===== src/rtl/hdmi_acr_pkg.sv =====
// Shared HDMI audio clock-regeneration constants, window FSM states and nominal-CTS helper.
// Latency: n/a (elaboration-time constants only).
// Backpressure: n/a.
package hdmi_acr_pkg;

    // Width of the CTS and N fields carried in the ACR packet.
    localparam int ACR_CTS_W = 20;

    // N is always a multiple of this; N/ACR_N_DIV strobes make one window.
    localparam int ACR_N_DIV = 128;

    // Standard HDMI N values for the common audio sample rates.
    localparam int ACR_N_32K  = 4096;
    localparam int ACR_N_44K1 = 6272;
    localparam int ACR_N_48K  = 6144;
    localparam int ACR_N_96K  = 12288;
    localparam int ACR_N_192K = 24576;

    // Window measurement state.
    typedef enum logic {
        WIN_IDLE    = 1'b0,
        WIN_MEASURE = 1'b1
    } win_state_t;

    // CTS expected for an ideal strobe stream: CLKRATE*N/(128*SAMPLERATE).
    // 64-bit arithmetic because CLKRATE*N overflows 32 bits for real clock rates.
    function automatic longint acr_nominal(input longint clkrate,
                                           input longint samplerate,
                                           input longint n_val);
        return (clkrate * n_val) / (longint'(ACR_N_DIV) * samplerate);
    endfunction

endpackage


===== src/rtl/hdmi_acr_window.sv =====
// Counts clk cycles across S consecutive audio strobes and flags window close or timeout.
// Latency: o_close/o_count are combinational in the closing-strobe cycle; state updates 1 clk later.
// Backpressure: none; every strobe is consumed, a strobe in the timeout cycle is dropped.
module hdmi_acr_window
    import hdmi_acr_pkg::*;
#(
    parameter int CTS_W = ACR_CTS_W,
    parameter int S     = ACR_N_192K / ACR_N_DIV
) (
    input  logic             clk,
    input  logic             reset,
    input  logic             i_stb,
    output logic             o_close,
    output logic             o_timeout,
    output logic [CTS_W-1:0] o_count
);

    // A single-strobe window still needs a 1-bit strobe counter.
    localparam int SC_W = (S > 1) ? $clog2(S) : 1;

    localparam logic [SC_W-1:0]  S_LAST  = SC_W'(S - 1);
    localparam logic [CTS_W-1:0] CNT_MAX = {CTS_W{1'b1}};
    localparam logic [CTS_W-1:0] CNT_ONE = CTS_W'(1);

    win_state_t       r_state;
    win_state_t       w_state_nxt;
    logic [CTS_W-1:0] r_cnt;
    logic [CTS_W-1:0] w_cnt_nxt;
    logic [SC_W-1:0]  r_scnt;
    logic [SC_W-1:0]  w_scnt_nxt;
    logic             w_close;
    logic             w_timeout;

    // State, cycle counter and strobe counter registers.
    always_ff @(posedge clk or posedge reset) begin
        if (reset) begin
            r_state <= WIN_IDLE;
            r_cnt   <= '0;
            r_scnt  <= '0;
        end else begin
            r_state <= w_state_nxt;
            r_cnt   <= w_cnt_nxt;
            r_scnt  <= w_scnt_nxt;
        end
    end

    // Next-state logic: open on first strobe, count cycles, close after S-1 further
    // strobes; saturation of the cycle counter takes priority over any strobe.
    always_comb begin
        w_state_nxt = r_state;
        w_cnt_nxt   = r_cnt;
        w_scnt_nxt  = r_scnt;
        w_close     = 1'b0;
        w_timeout   = 1'b0;
        case (r_state)
            WIN_IDLE: begin
                w_cnt_nxt  = '0;
                w_scnt_nxt = '0;
                if (i_stb) begin
                    w_cnt_nxt   = CNT_ONE;
                    w_state_nxt = WIN_MEASURE;
                end
            end
            WIN_MEASURE: begin
                if (r_cnt == CNT_MAX) begin
                    // Strobe stream lost: drop back and wait for a fresh opener.
                    w_timeout   = 1'b1;
                    w_state_nxt = WIN_IDLE;
                    w_cnt_nxt   = '0;
                    w_scnt_nxt  = '0;
                end else begin
                    w_cnt_nxt = r_cnt + CNT_ONE;
                    if (i_stb) begin
                        if (r_scnt == S_LAST) begin
                            // Closing strobe also opens the next window with no gap.
                            w_close    = 1'b1;
                            w_cnt_nxt  = CNT_ONE;
                            w_scnt_nxt = '0;
                        end else begin
                            w_scnt_nxt = r_scnt + 1'b1;
                        end
                    end
                end
            end
            default: begin
                w_state_nxt = WIN_IDLE;
                w_cnt_nxt   = '0;
                w_scnt_nxt  = '0;
            end
        endcase
    end

    assign o_close   = w_close;
    assign o_timeout = w_timeout;
    assign o_count   = r_cnt;

endmodule


===== src/rtl/hdmi_acr_cts.sv =====
// Measures HDMI ACR CTS over N/128 audio strobes and offers it with constant N to the packet scheduler.
// Latency: cts/cts_valid update 1 clk after the closing strobe; ack clears cts_valid 1 clk later.
// Backpressure: none upstream; an unconsumed cts is overwritten by a newer capture and overrun pulses.
module hdmi_acr_cts
    import hdmi_acr_pkg::*;
#(
    parameter int N          = ACR_N_192K,
    parameter int CLKRATE    = 28000000,
    parameter int SAMPLERATE = 192000,
    parameter int CTS_W      = ACR_CTS_W
) (
    input  logic             clk,
    input  logic             reset,
    input  logic             audio_stb,
    output logic [CTS_W-1:0] cts,
    output logic [CTS_W-1:0] n,
    output logic             cts_valid,
    input  logic             cts_ack,
    output logic             locked,
    output logic             overrun
);

    localparam int S = N / ACR_N_DIV;

    // Value presented before the first measurement so the scheduler never sees zero.
    localparam logic [CTS_W-1:0] NOMINAL =
        CTS_W'(acr_nominal(longint'(CLKRATE), longint'(SAMPLERATE), longint'(N)));

    logic             w_close;
    logic             w_timeout;
    logic [CTS_W-1:0] w_count;

    logic [CTS_W-1:0] r_cts;
    logic             r_cts_valid;
    logic             r_locked;
    logic             r_overrun;

    hdmi_acr_window #(
        .CTS_W (CTS_W),
        .S     (S)
    ) u_window (
        .clk       (clk),
        .reset     (reset),
        .i_stb     (audio_stb),
        .o_close   (w_close),
        .o_timeout (w_timeout),
        .o_count   (w_count)
    );

    // Capture register and valid/ack handshake; a capture always wins over an ack
    // so a fresh value is never lost, and overrun marks a value nobody consumed.
    always_ff @(posedge clk or posedge reset) begin
        if (reset) begin
            r_cts       <= NOMINAL;
            r_cts_valid <= 1'b0;
            r_overrun   <= 1'b0;
        end else begin
            r_overrun <= 1'b0;
            if (w_close) begin
                r_cts       <= w_count;
                r_cts_valid <= 1'b1;
                r_overrun   <= r_cts_valid & ~cts_ack;
            end else if (r_cts_valid && cts_ack) begin
                r_cts_valid <= 1'b0;
            end
        end
    end

    // Lock tracks whether the strobe stream has produced a complete window since
    // reset or the last timeout; the captured value itself survives a timeout.
    always_ff @(posedge clk or posedge reset) begin
        if (reset) begin
            r_locked <= 1'b0;
        end else if (w_close) begin
            r_locked <= 1'b1;
        end else if (w_timeout) begin
            r_locked <= 1'b0;
        end
    end

    assign cts       = r_cts;
    assign n         = CTS_W'(N);
    assign cts_valid = r_cts_valid;
    assign locked    = r_locked;
    assign overrun   = r_overrun;

endmodule


===== config.mk =====
export PLATFORM = sky130hd
export DESIGN_NAME = hdmi_acr_cts
export DESIGN_NICKNAME = d
export VERILOG_FILES = /design/src/rtl/hdmi_acr_pkg.sv /design/src/rtl/hdmi_acr_window.sv /design/src/rtl/hdmi_acr_cts.sv
export SDC_FILE = /design/constraint.sdc
export NUM_CORES = 1
export LEC_CHECK = 0
export BUFFER_PORTS_ARGS = -buffer_cell sky130_fd_sc_hd__buf_4
export CELL_PAD_IN_SITES_DETAIL_PLACEMENT = 1
export CELL_PAD_IN_SITES_GLOBAL_PLACEMENT = 2
export CORE_UTILIZATION = 38
export DETAILED_ROUTE_END_ITERATION = 7
export PLACE_DENSITY_LB_ADDON = 0.25
export SLEW_MARGIN = 20
export SYNTH_ARGS = -nofsm -noshare
export SYNTH_HDL_FRONTEND = slang
export SYNTH_HIERARCHICAL = 1
export SYNTH_SLANG_ARGS = --single-unit

===== constraint.sdc =====
create_clock -name clk -period 7.4 [get_ports clk]
set_clock_uncertainty 0.2 [all_clocks]
set_input_delay 0.74 -clock clk [delete_from_list [all_inputs] [get_ports clk]]
set_output_delay 0.74 -clock clk [all_outputs]
set_load 0.05 [all_outputs]

* Word level (Yosys, flattened, before mapping)
Cells that the tools add are included.
** Storage, ports and cells
- Flip-flop bits (word level) :: 52
- Input bits :: 4
- Output and inout port bits :: 43
- Logic and storage cells :: 41
** Cells by class
- $add $sub $neg :: 2
- Eq/ne operators :: 3
- Mux-type cells :: 23
- Bitwise operators :: 3
- Reduce and logical (&&, ||, !) cells :: 3
** Operator list (count)
- $mux 20 :: 3
- $pmux 20 s2 :: 1
- $mux 8 :: 3
- $add 20x1->20 const B :: 1
- $eq 20x20->1 const B :: 1
- $pmux 8 s2 :: 1
- $mux 1 :: 14
- $add 8x1->8 const B :: 1
- $eq 8x8->1 const B :: 1
- $reduce_bool 2->1 :: 2
- $ne 3x3->1 const B :: 1
- $not 1->1 :: 2
- $pmux 1 s2 :: 1
- $and 1x1->1 :: 1
- $logic_and 1x1->1 :: 1

* Logic depth before layout (Yosys ltp)
Gate-level depths: netlist of the first run.
- Word-level depth :: 6
- Depth in mapped cells :: 7
- Mapped depth without buffers :: 7

* Modules after synthesis
Netlist of the first run, hierarchy kept.
** Modules (own cells, without submodules)
- hdmi_acr_window :: instances 1, cells an instance 156, area each 1502.7 µm², sequential area each 725.7 µm²
- hdmi_acr_cts :: instances 1, cells an instance 73, area each 1022.2 µm², sequential area each 584.3 µm²

* Worst setup path before layout of the first run
Ideal clock, no wire load.
- Kind :: register to register
- Start :: register u_window.r_cnt[0] (netlist: u_window/o_count[0])
- End :: register r_cts[12] (netlist: cts[12])
- Data arrival time :: 2.114 ns
- Data required time :: 7.075 ns
- Slack :: 4.961 ns
- Stages on the path, launching flop included :: 8
- Path buffers :: 1
- Clock period less this slack :: 2.439 ns
- Cell sequence :: dfrtp_1 -> ha_1 -> nand3_2 -> nand4b_4 -> o21ai_2 -> nor3_1 -> buf_6 -> mux2_2
** On the way
- Cells in the longest elaborated chain, start to end :: 3
** RTL lines
- start: declaration :: line hdmi_acr_window.sv:27 : logic [CTS_W-1:0] r_cnt;
- start signal: assignment :: line hdmi_acr_window.sv:42 : r_cnt <= w_cnt_nxt;
- $eq 20x20->1 :: line hdmi_acr_window.sv:65 : if (r_cnt == CNT_MAX) begin
- $mux 1 :: line hdmi_acr_window.sv:65
- $mux 1 :: line hdmi_acr_window.sv:55 : case (r_state)
- net w_close :: line hdmi_acr_cts.sv:29 : logic w_close;
- end signal: assignment :: line hdmi_acr_cts.sv:60 : r_cts <= w_count;
- end: declaration :: line hdmi_acr_cts.sv:33 : logic [CTS_W-1:0] r_cts;
The timed path passes the listed nets, and every way through them passes these cells.
A chain may end at the register's enable or synchronous reset.

* Worst setup path in the final report of the first run
- Start :: register u_window.r_cnt[0] (netlist: u_window/o_count[0])
- End :: register r_cts[0] (netlist: cts[0])
Same word-level chain as after synthesis.

==> results of run 1 <==
## area by class of cell
type,count,area [um2]
fill,718,3580
timing repair buffer,28,210
inverter,8,30.0
clock inverter,2,16.3
clock buffer,6,72.6
tap,77,96.3
multi-input combinational,162,1070
sequential,52,1310
## flip-flops by register name, summed over array words and instances (netlist names)
register	cells
cts	20
u_window/r_scnt	8
cts_valid	1
overrun	1
u_window/o_count	20
locked	1
u_window/r_state	1
## metal layers
metal  vias to the layer above  global-route usage [%]
met5                         -                       0
met4                         0                    5.08
met3                         5                    3.46
met2                        41                    21.0
met1                       808                    22.2
li1                        813                       -
## worst max-delay path, delay by kind of cell, from the launching register on
kind | cells | cell delay [ps]
AO/OA/AOI/OAI | 1 | 430
adder cells (fa/ha/maj) | 1 | 220
buffers and inverters | 1 | 240
flip-flops | 1 | 430
multiplexers | 1 | 300
AND/OR/NAND/NOR | 3 | 540
## power by group through the flow
stage | logic [uW] | clock network (uW) | registers [uW]
6_report | 102 | 163 | 367
5_1_grt | 117 | 181 | 373
4_1_cts | 103 | 169 | 366
3_5_place_dp | 103 | 0 | 371
3_3_place_gp | 98.9 | 0 | 369
2_1_floorplan | 100 | 0 | 353
## per-stage QoR
stage	utilization [%]	std cells
floorplan	-	247
global placement	42.5	327
detailed placement	42.5	327
CTS	43.9	335
global route	43.9	335
finish	43.9	335
## cells by family after synthesis
kind of cell | synth area share, %
buffers and inverters | 8.67
xor gates and xnor gates | 5.90
DFF | 51.9
and+or+nand+nor | 17.1
muxes | 8.92
AOI/OAI and AO/OA | 6.24
adders and majority gates | 0.991
other | 0.297
## cell usage after synthesis (2+ instances only)
| library cell | instances |
|---|---|
| nand4_1 | 8 |
| xnor2_1 | 10 |
| and4_1 | 3 |
| a21oi_1 | 9 |
| a21o_1 | 3 |
| dfrtp_1 | 45 |
| nand3_1 | 11 |
| conb_1 | 2 |
| buf_4 | 21 |
| nand2b_1 | 3 |
| nor3_1 | 6 |
| nor4_1 | 3 |
| and2_1 | 2 |
| dfstp_2 | 7 |
| or3_1 | 3 |
| xor2_1 | 7 |
| o21ai_0 | 6 |
| nand2_1 | 9 |
| o21ai_2 | 2 |
| mux2_2 | 20 |
| inv_1 | 8 |
| nor2_1 | 23 |
| buf_6 | 2 |
| ha_1 | 2 |
## worst paths after layout
| check | from | end | slack (ps) |
|---|---|---|---|
| setup / recovery | u_window/o_count[0]$_DFF_PP0_ | cts[0]$_DFFE_PP0P_ | 4930 |
| hold / removal | reset | u_window/o_count[10]$_DFF_PP0_ | 300 |
| setup reg to reg | u_window/o_count[0]$_DFF_PP0_ | cts[0]$_DFFE_PP0P_ | 4930 |
| hold reg to reg | locked$_DFFE_PP0P_ | locked$_DFFE_PP0P_ | 300 |
| max in group asynchronous | reset | cts[0]$_DFFE_PP0P_ | 6010 |
| min in group clk | locked$_DFFE_PP0P_ | locked$_DFFE_PP0P_ | 300 |
==> flow_summary_export.csv, run 1 <==
group,metric,value,unit
global_routing,grt_pass1_wl,8.16,mm
clock_network,numCtsBuffers,5,
global_routing,antenna_found_initial,0,
clock_network,cts.htree.levels,2,
run_status,status,"complete, no violations",
cells_and_area,area_growth,11.1,%
floorplan,fp.dieArea,6970,um2
timing,fin_crit,2470,ps
power,swShare,33.6,%
power,power_density,225,nW/um2
cells_and_area,layout_common_cells,"dfrtp_1 (45), buf_4 (28), nor2_1 (23)",
logic_synthesis,ys_seq_elements,52,
cells_and_area,fin_nets,263,
logic_synthesis,synth-async-reset-ratio,100,%
clock_network,clk_pin_slew,100,ps
timing,slew_headroom,39.9,%
setup_path,required,7390,ps
cells_and_area,final_common_cell,"dfrtp_1",
clock_network,cts_tree,"done",
drt,drt_wl_total,4.73,mm
drt,drt-initial-drc-count,46,
drt,wl_met3,180,um
logic_synthesis,syn_area,2520,um2
floorplan,rows,29,
placement,place_ws,4880,ps
cells_and_area,fin_area,2800,um2
logic_synthesis,synth_area_leader_cell,"dfrtp_1",
drt,ant_nets,0,
floorplan,design.core.area,6390,um2
logic_synthesis,synth_cell_type_count,38,
power,switchingPower,213,uW
timing,worstMarginPinSlew,901,ps
timing,timing.final.ws_setup,4930,ps
clock_network,cts_resized,0,
clock_network,clock_sinks,52,
clock_network,holdBufCountCts,0,
global_routing,grt_max_degree,30,
logic_synthesis,yosys-top-cells-area,"dfrtp_1 (45%), mux2_2 (8.9%), dfstp_2 (7.3%)",
drt,wl_met2,2.05,mm
power,power_frac_comb,16.1,%
drt,wl_met1,2.43,mm
setup_path,max_stage_delay,430,ps
floorplan,fp.dieW,83.5,um
logic_synthesis,yosysSeqAreaShare,51.9,%
clock_network,cts_buffer_depth,2,
power,leakage,0.00133,uW
setup_path,critPathLaunchType,"flip-flop",
timing,rsz0062_at_grt,"false",
placement,port_buffers,26,
timing,slew_violations,0,
flow_run,max-cap-violations,0,
power,p_seq_share,58.1,%
global_routing,track_usage,14.8,%
floorplan,die_y,83.5,um
setup_path,arrival,2470,ps
timing,period_share,33.4,%
power,p_total,632,uW
drt,highest_layer,"met4",
worst_hold_path,hold_class,"in -> async",
timing,setup-tns-final,0,ps
cells_and_area,layout-drive-gt1-share,27.1,%
setup_path,critPathKind,"reg -> reg",
drt,wire_per_inst,14.1,um
drt,vias_per_cell,4.98,
setup_path,crit_path_cell_trace,"ha_1 > nand3_2 > nand4b_4 > o21ai_2 > nor3_2 > buf_4 > mux2_2",
power,p_clk_share,25.9,%
placement,gp_congestion,0.715,
timing,setup_viol,0,
timing,hold_ws,295,ps
placement,hpwl,3.30,mm
cells_and_area,antenna_cells,0,
setup_path,reg2reg_depth,7,
drt,vias,1667,
logic_synthesis,syn_avg_cell_area,11.0,um2
global_routing,overflow,0,
timing,max_freq,404,MHz
clock_network,clockRootBuffer,"clkbuf_8",
power,p_int,419,uW
timing,finalHoldViolCount,0,
drt,dr.pass1.iters,4,
setup_path,path_max_fanout,23,
clock_network,post_cts_buffers,0,
setup_path,endpoint_kind,"flip-flop",
drt,drc,0,
placement,dpl_cell_area,2720,um2
logic_synthesis,synth_edf_count,0,
global_routing,grt_pass1_vias,1581,
floorplan,start_util,39.5,%
setup_path,slowest_stage,"dfrtp_1",
floorplan,io_pins,47,
logic_synthesis,synth_top_area_share,44.6,%
power,vdd_drop_max,0.108,mV
clock_network,clk-insertion-delay-late,310,ps
logic_synthesis,synth_ff_type,"dfrtp_1",
logic_synthesis,netlist_instances,229,
logic_synthesis,ys_warn_count,6,
(Power assumes the default switching activity.)
==> run 2: changes to the inputs <==
--- a/config.mk
+++ b/config.mk
@@ -8,7 +8,7 @@
 export BUFFER_PORTS_ARGS = -buffer_cell sky130_fd_sc_hd__buf_4
 export CELL_PAD_IN_SITES_DETAIL_PLACEMENT = 1
 export CELL_PAD_IN_SITES_GLOBAL_PLACEMENT = 2
-export CORE_UTILIZATION = 38
+export CORE_UTILIZATION = 32
 export DETAILED_ROUTE_END_ITERATION = 7
 export PLACE_DENSITY_LB_ADDON = 0.25
 export SLEW_MARGIN = 20
==> constraint.sdc (replaced) <==
create_clock -name clk -period 2.1 [get_ports clk]
set_clock_uncertainty 0.2 [all_clocks]
set_input_delay 0.21 -clock clk [delete_from_list [all_inputs] [get_ports clk]]
set_output_delay 0.21 -clock clk [all_outputs]
set_load 0.05 [all_outputs]
==> flow_summary_export.csv, run 2 (synthesis gave the netlist of run 1 again) <==
group,metric,value,unit
global_routing,gr-usage-met2,25.1,%
setup_path,r2r_slack,120,ps
clock_network,clk-insertion-delay-late,300,ps
power,p_int,1630,uW
power,leakage,0.00147,uW
cells_and_area,final-seq-area,1310,um2
cells_and_area,fin_nets,289,
floorplan,start_util,32.8,%
cells_and_area,fillers,869,
setup_path,arrival,1980,ps
cells_and_area,multiInputGateArea,1110,um2
drt,wire_per_inst,14.4,um
power,p_clk_share,26.2,%
worst_hold_path,hold_class,"reg -> reg",
clock_network,clock_sinks,52,
clock_network,clk_pin_slew,90,ps
cells_and_area,layout_common_cells,"buf_4 (49), dfrtp_1 (45), nor2_1 (23)",
timing,max_freq,505,MHz
clock_network,numCtsBuffers,5,
cells_and_area,layout-drive-gt1-share,33.1,%
drt,drt-initial-drc-count,47,
worst_hold_path,hold_end,"cts[16]$_DFFE_PP0P_",
drt,ant_nets,0,
setup_path,endpoint_kind,"flip-flop",
setup_path,required,2100,ps
global_routing,busiest_layer,"met2",
drt,vias,1776,
placement,gp_congestion,0.679,
power,power_frac_comb,21.6,%
power,vdd_drop_max,0.278,mV
cells_and_area,area_growth,23.2,%
worst_hold_path,hp-start,"cts[16]$_DFFE_PP0P_",
floorplan,fp.dieArea,8250,um2
worst_hold_path,holdPathStages,1,
placement,dp_cells,375,
floorplan,io_pins,47,
setup_path,critPathLaunchType,"flip-flop",
clock_network,cts_buffer_depth,2,
floorplan,die_y,90.8,um
timing,period_share,94.4,%
drt,drt_wl_total,5.58,mm
power,p_seq_share,52.2,%
global_routing,grt_pass1_wl,9.70,mm
drt,vias_per_cell,4.60,
global_routing,overflow,0,
floorplan,fp.dieW,90.8,um
global_routing,met3_usage,3.11,%
cells_and_area,antenna_cells,0,
power,power_density,770,nW/um2
drt,drc,0,
global_routing,track_usage,15.1,%
floorplan,rows,32,
setup_path,path_max_fanout,12,
clock_network,cts.htree.levels,2,
cells_and_area,final_util,40.5,%
global_routing,met1_usage,19.4,%
global_routing,grt_max_degree,30,
timing,rsz0062_at_grt,"false",
floorplan,design.core.area,7690,um2
timing,fin_crit,1980,ps
run_status,status,"complete, no violations",
placement,port_buffers,26,
setup_path,reg2reg_depth,5,
drt,dr.pass1.iters,4,
clock_network,cts_resized,0,
setup_path,r2r_start,"u_window/r_scnt[0]$_DFFE_PP0P_",
placement,hpwl,4.05,mm
timing,setup_viol,0,
timing,slew_violations,0,
setup_path,critPathKind,"reg -> reg",
cells_and_area,final_common_cell,"buf_4",
power,switchingPower,771,uW
clock_network,cts_tree,"done",
cells_and_area,fin_cells,386,
global_routing,grt_pass1_vias,1889,
global_routing,antenna_found_initial,0,
flow_run,max-cap-violations,0,
timing,finalHoldViolCount,0,
power,swShare,32.1,%
setup_path,r2r_end,"cts[4]$_DFFE_PP0P_",
clock_network,clockRootBuffer,"clkbuf_8",
[run 2: cell count changes in the layout (fill, tap and decap cells not counted), sizes merged]
cell,delta
buf,+23
dlygate4sd3,+3
clkbuf,+2
clkinv,-1
clkinvlp,-1
[run 2: per-stage QoR]
| step | instance area, um2 | hold WS [ps] | setup WS (ps) | TNS [ps] | total power, uW |
|---|---|---|---|---|---|
| global placement | 2980 | 84.2 | 149 | 0 | 1760 |
| global route | 3110 | 335 | 9.72 | 0 | 2540 |
| detailed placement | 2980 | 116 | 92.7 | 0 | 1780 |
| floorplan | 2640 | 6.74 | -8.50 | -66.2 | 1620 |
| finish | 3110 | 313 | 119 | 0 | 2400 |
| CTS | 3110 | 312 | 75.1 | 0 | 2430 |
[run 2: power groups by stage]
stage	registers, uW	logic, uW	clock network [uW]
after floorplan	1260	365	0
after global placement	1260	500	0
after detailed placement	1270	516	0
after CTS	1250	524	657
after global routing	1270	575	693
final	1250	519	628
[run 2: worst max-delay path: stages, from the launching register on]
cell and delay, ps:
dfrtp_1 410, ha_1 190, nand4b_1 210, nor3_4 340, buf_12 180, mux2_2 330
[run 2: what timing repair did]
action                     4_1_cts  5_1_grt
setup endpoints to repair        0        2
hold buffers                     3        0
buffers inserted                 0        0
hold endpoints to repair        47        0
[run 2: worst max-delay path by stage]
stage | startpoint | to | slack [ps]
2_1_floorplan | u_window/o_count[0]$_DFF_PP0_ | cts[12]$_DFFE_PP0P_ | -9
3_3_place_gp | u_window/o_count[1]$_DFF_PP0_ | cts[4]$_DFFE_PP0P_ | 150
3_5_place_dp | u_window/o_count[1]$_DFF_PP0_ | cts[2]$_DFFE_PP0P_ | 90
4_1_cts | u_window/o_count[1]$_DFF_PP0_ | cts[3]$_DFFE_PP0P_ | 80
5_1_grt | u_window/r_scnt[0]$_DFFE_PP0P_ | cts[3]$_DFFE_PP0P_ | 10
6_report | u_window/r_scnt[0]$_DFFE_PP0P_ | cts[4]$_DFFE_PP0P_ | 120
[run 2: cell type report]
| cell class | count | area share [%] |
|---|---|---|
| flip-flops and latches | 52 | 42.1 |
| multi-input cells | 162 | 35.5 |
| repair buffers | 54 | 14.1 |
| well taps | 102 | 4.10 |
| clock buffers | 8 | 3.22 |
| inverters | 8 | 0.965 |
[run 2: routing by layer]
metal | wire, um | part of all wire, %
met4 | 85 | 1.5
met2 | 2730 | 49
met3 | 156 | 2.8
met5 | 0 | 0
met1 | 2600 | 47
==> run 3: changes to the inputs <==
--- a/config.mk
+++ b/config.mk
@@ -10,6 +10,7 @@
 export CELL_PAD_IN_SITES_GLOBAL_PLACEMENT = 2
 export CORE_UTILIZATION = 32
 export DETAILED_ROUTE_END_ITERATION = 7
+export GPL_TIMING_DRIVEN = 0
 export PLACE_DENSITY_LB_ADDON = 0.25
 export SLEW_MARGIN = 20
 export SYNTH_ARGS = -nofsm -noshare
==> flow_summary_export.csv, run 3 (synthesis gave the netlist of run 1 again) <==
group,metric,value,unit
timing,worstMarginPinSlew,932,ps
timing,slew_violations,0,
global_routing,grt_pass1_wl,9.25,mm
timing,fin_crit,2000,ps
timing,setup_viol,0,
power,leakage,0.00154,uW
floorplan,start_util,32.8,%
cells_and_area,antenna_cells,0,
floorplan,fp.dieArea,8250,um2
global_routing,grt_pass1_vias,1851,
timing,slew_headroom,37.8,%
timing,rsz0062_at_grt,"false",
floorplan,rows,32,
drt,drc,0,
floorplan,die_y,90.8,um
placement,port_buffers,26,
setup_path,endpoint_kind,"flip-flop",
drt,vias,1819,
setup_path,required,2100,ps
power,power_frac_comb,20.0,%
global_routing,track_usage,14.0,%
power,p_seq_share,52.4,%
floorplan,io_pins,47,
setup_path,arrival,2000,ps
setup_path,critPathLaunchType,"flip-flop",
clock_network,clock_sinks,52,
cells_and_area,final_common_cell,"buf_4",
power,vdd_drop_max,0.274,mV
cells_and_area,layout-drive-gt1-share,40.1,%
floorplan,fp.dieW,90.8,um
power,swShare,31.2,%
power,p_clk_share,27.6,%
setup_path,critPathKind,"reg -> reg",
placement,dpl_cell_area,2960,um2
flow_run,max-cap-violations,0,
drt,wire_per_inst,13.3,um
power,power_density,761,nW/um2
global_routing,overflow,0,
cells_and_area,layout_common_cells,"buf_4 (64), dfrtp_1 (37), nor2_1 (23)",
run_status,status,"complete, no violations",
power,p_int,1690,uW
timing,setup-tns-final,0,ps
power,switchingPower,765,uW
worst_hold_path,hold_class,"in -> reg",
global_routing,antenna_found_initial,0,
drt,ant_nets,0,
clock_network,clk_pin_slew,100,ps
floorplan,design.core.area,7690,um2
cells_and_area,fin_nets,304,
global_routing,grt_max_degree,30,
placement,hpwl,3.66,mm
clock_network,clockRootBuffer,"clkbuf_8",
drt,vias_per_cell,4.54,
clock_network,cts_tree,"done",
placement,gp_congestion,0.723,
drt,drt-initial-drc-count,42,
cells_and_area,fin_area,3230,um2
cells_and_area,area_growth,27.8,%
clock_network,cts_buffer_depth,2,
setup_path,path_max_fanout,10,
clock_network,cts.htree.levels,2,
drt,drt_wl_total,5.34,mm
clock_network,clk-insertion-delay-late,300,ps
timing,finalHoldViolCount,0,
timing,period_share,95.3,%
timing,max_freq,500,MHz
clock_network,numCtsBuffers,5,
drt,dr.pass1.iters,4,
-- run 3: what timing repair did --
item,CTS,global route
hold buffers,1,0
pin swaps,3,1
endpoints found under the hold margin,45,0
setup endpoints to repair,33,30
gates resized for setup,4,7
cloned,1,0
setup buffers,10,6
-- run 3: final cells by class --
cell class / count / area [um2]
Buffer: 25 / 189
Clock buffer: 6 / 72.6
Clock inverter: 2 / 35.0
Fill cell: 900 / 4460
Inverter: 8 / 30.0
Multi-Input combinational cell: 162 / 1120
Sequential cell: 52 / 1320
Tap cell: 102 / 128
Timing Repair Buffer: 44 / 333
-- run 3: final timing paths --
kind | start | end | slack (ps) | cells after the start
worst max-delay path | u_window/o_count[5]$_DFF_PP0_ | cts[1]$_DFFE_PP0P_ | 100 | 7
worst min-delay path | cts_ack | cts_valid$_DFFE_PP0P_ | 10 | 3
worst max register to register | u_window/o_count[5]$_DFF_PP0_ | cts[1]$_DFFE_PP0P_ | 100 | 7
worst min register to register | locked$_DFFE_PP0P_ | locked$_DFFE_PP0P_ | 310 | 1
max in group asynchronous | reset | cts[18]$_DFFE_PP0P_ | 630 | 3
min in group asynchronous | reset | u_window/o_count[15]$_DFF_PP0_ | 370 | 3
-- run 3: through the flow --
stage	std cells	total power, uW	setup WS (ps)	util [%]	hold slack [ps]
6_report	401	2450	99.5	42.0	11.1
5_1_grt	401	2610	5.24	42.0	14.3
4_1_cts	395	2440	29.9	41.1	1.87
3_5_place_dp	375	1730	-302	38.5	168
3_3_place_gp	375	1710	-287	38.5	267
2_1_floorplan	247	1620	-8.50	-	6.74
-- run 3: power groups by stage --
stage / combinational [uW] / sequential [uW] / clock, uW
after detailed placement: 424 / 1300 / 0
after CTS: 455 / 1280 / 709
after floorplan: 365 / 1260 / 0
after global routing: 564 / 1310 / 736
final: 492 / 1290 / 678
after global placement: 413 / 1300 / 0
-- run 3: worst max-delay path, stage by stage (launching register included) --
cell	delay [ps]
dfrtp_1	470
and4_4	290
nand4b_4	120
o21ai_4	190
nor3_4	50
buf_4	130
buf_6	140
mux2_4	290
-- run 3: layer usage --
layer / up-vias / global-route usage (%) / wire [um]
met3: 2 / 2.69 / 170
met1: 892 / 19.0 / 2560
met5: - / 0 / 0
li1: 893 / - / -
met2: 32 / 22.7 / 2570
met4: 0 / 3.57 / 36
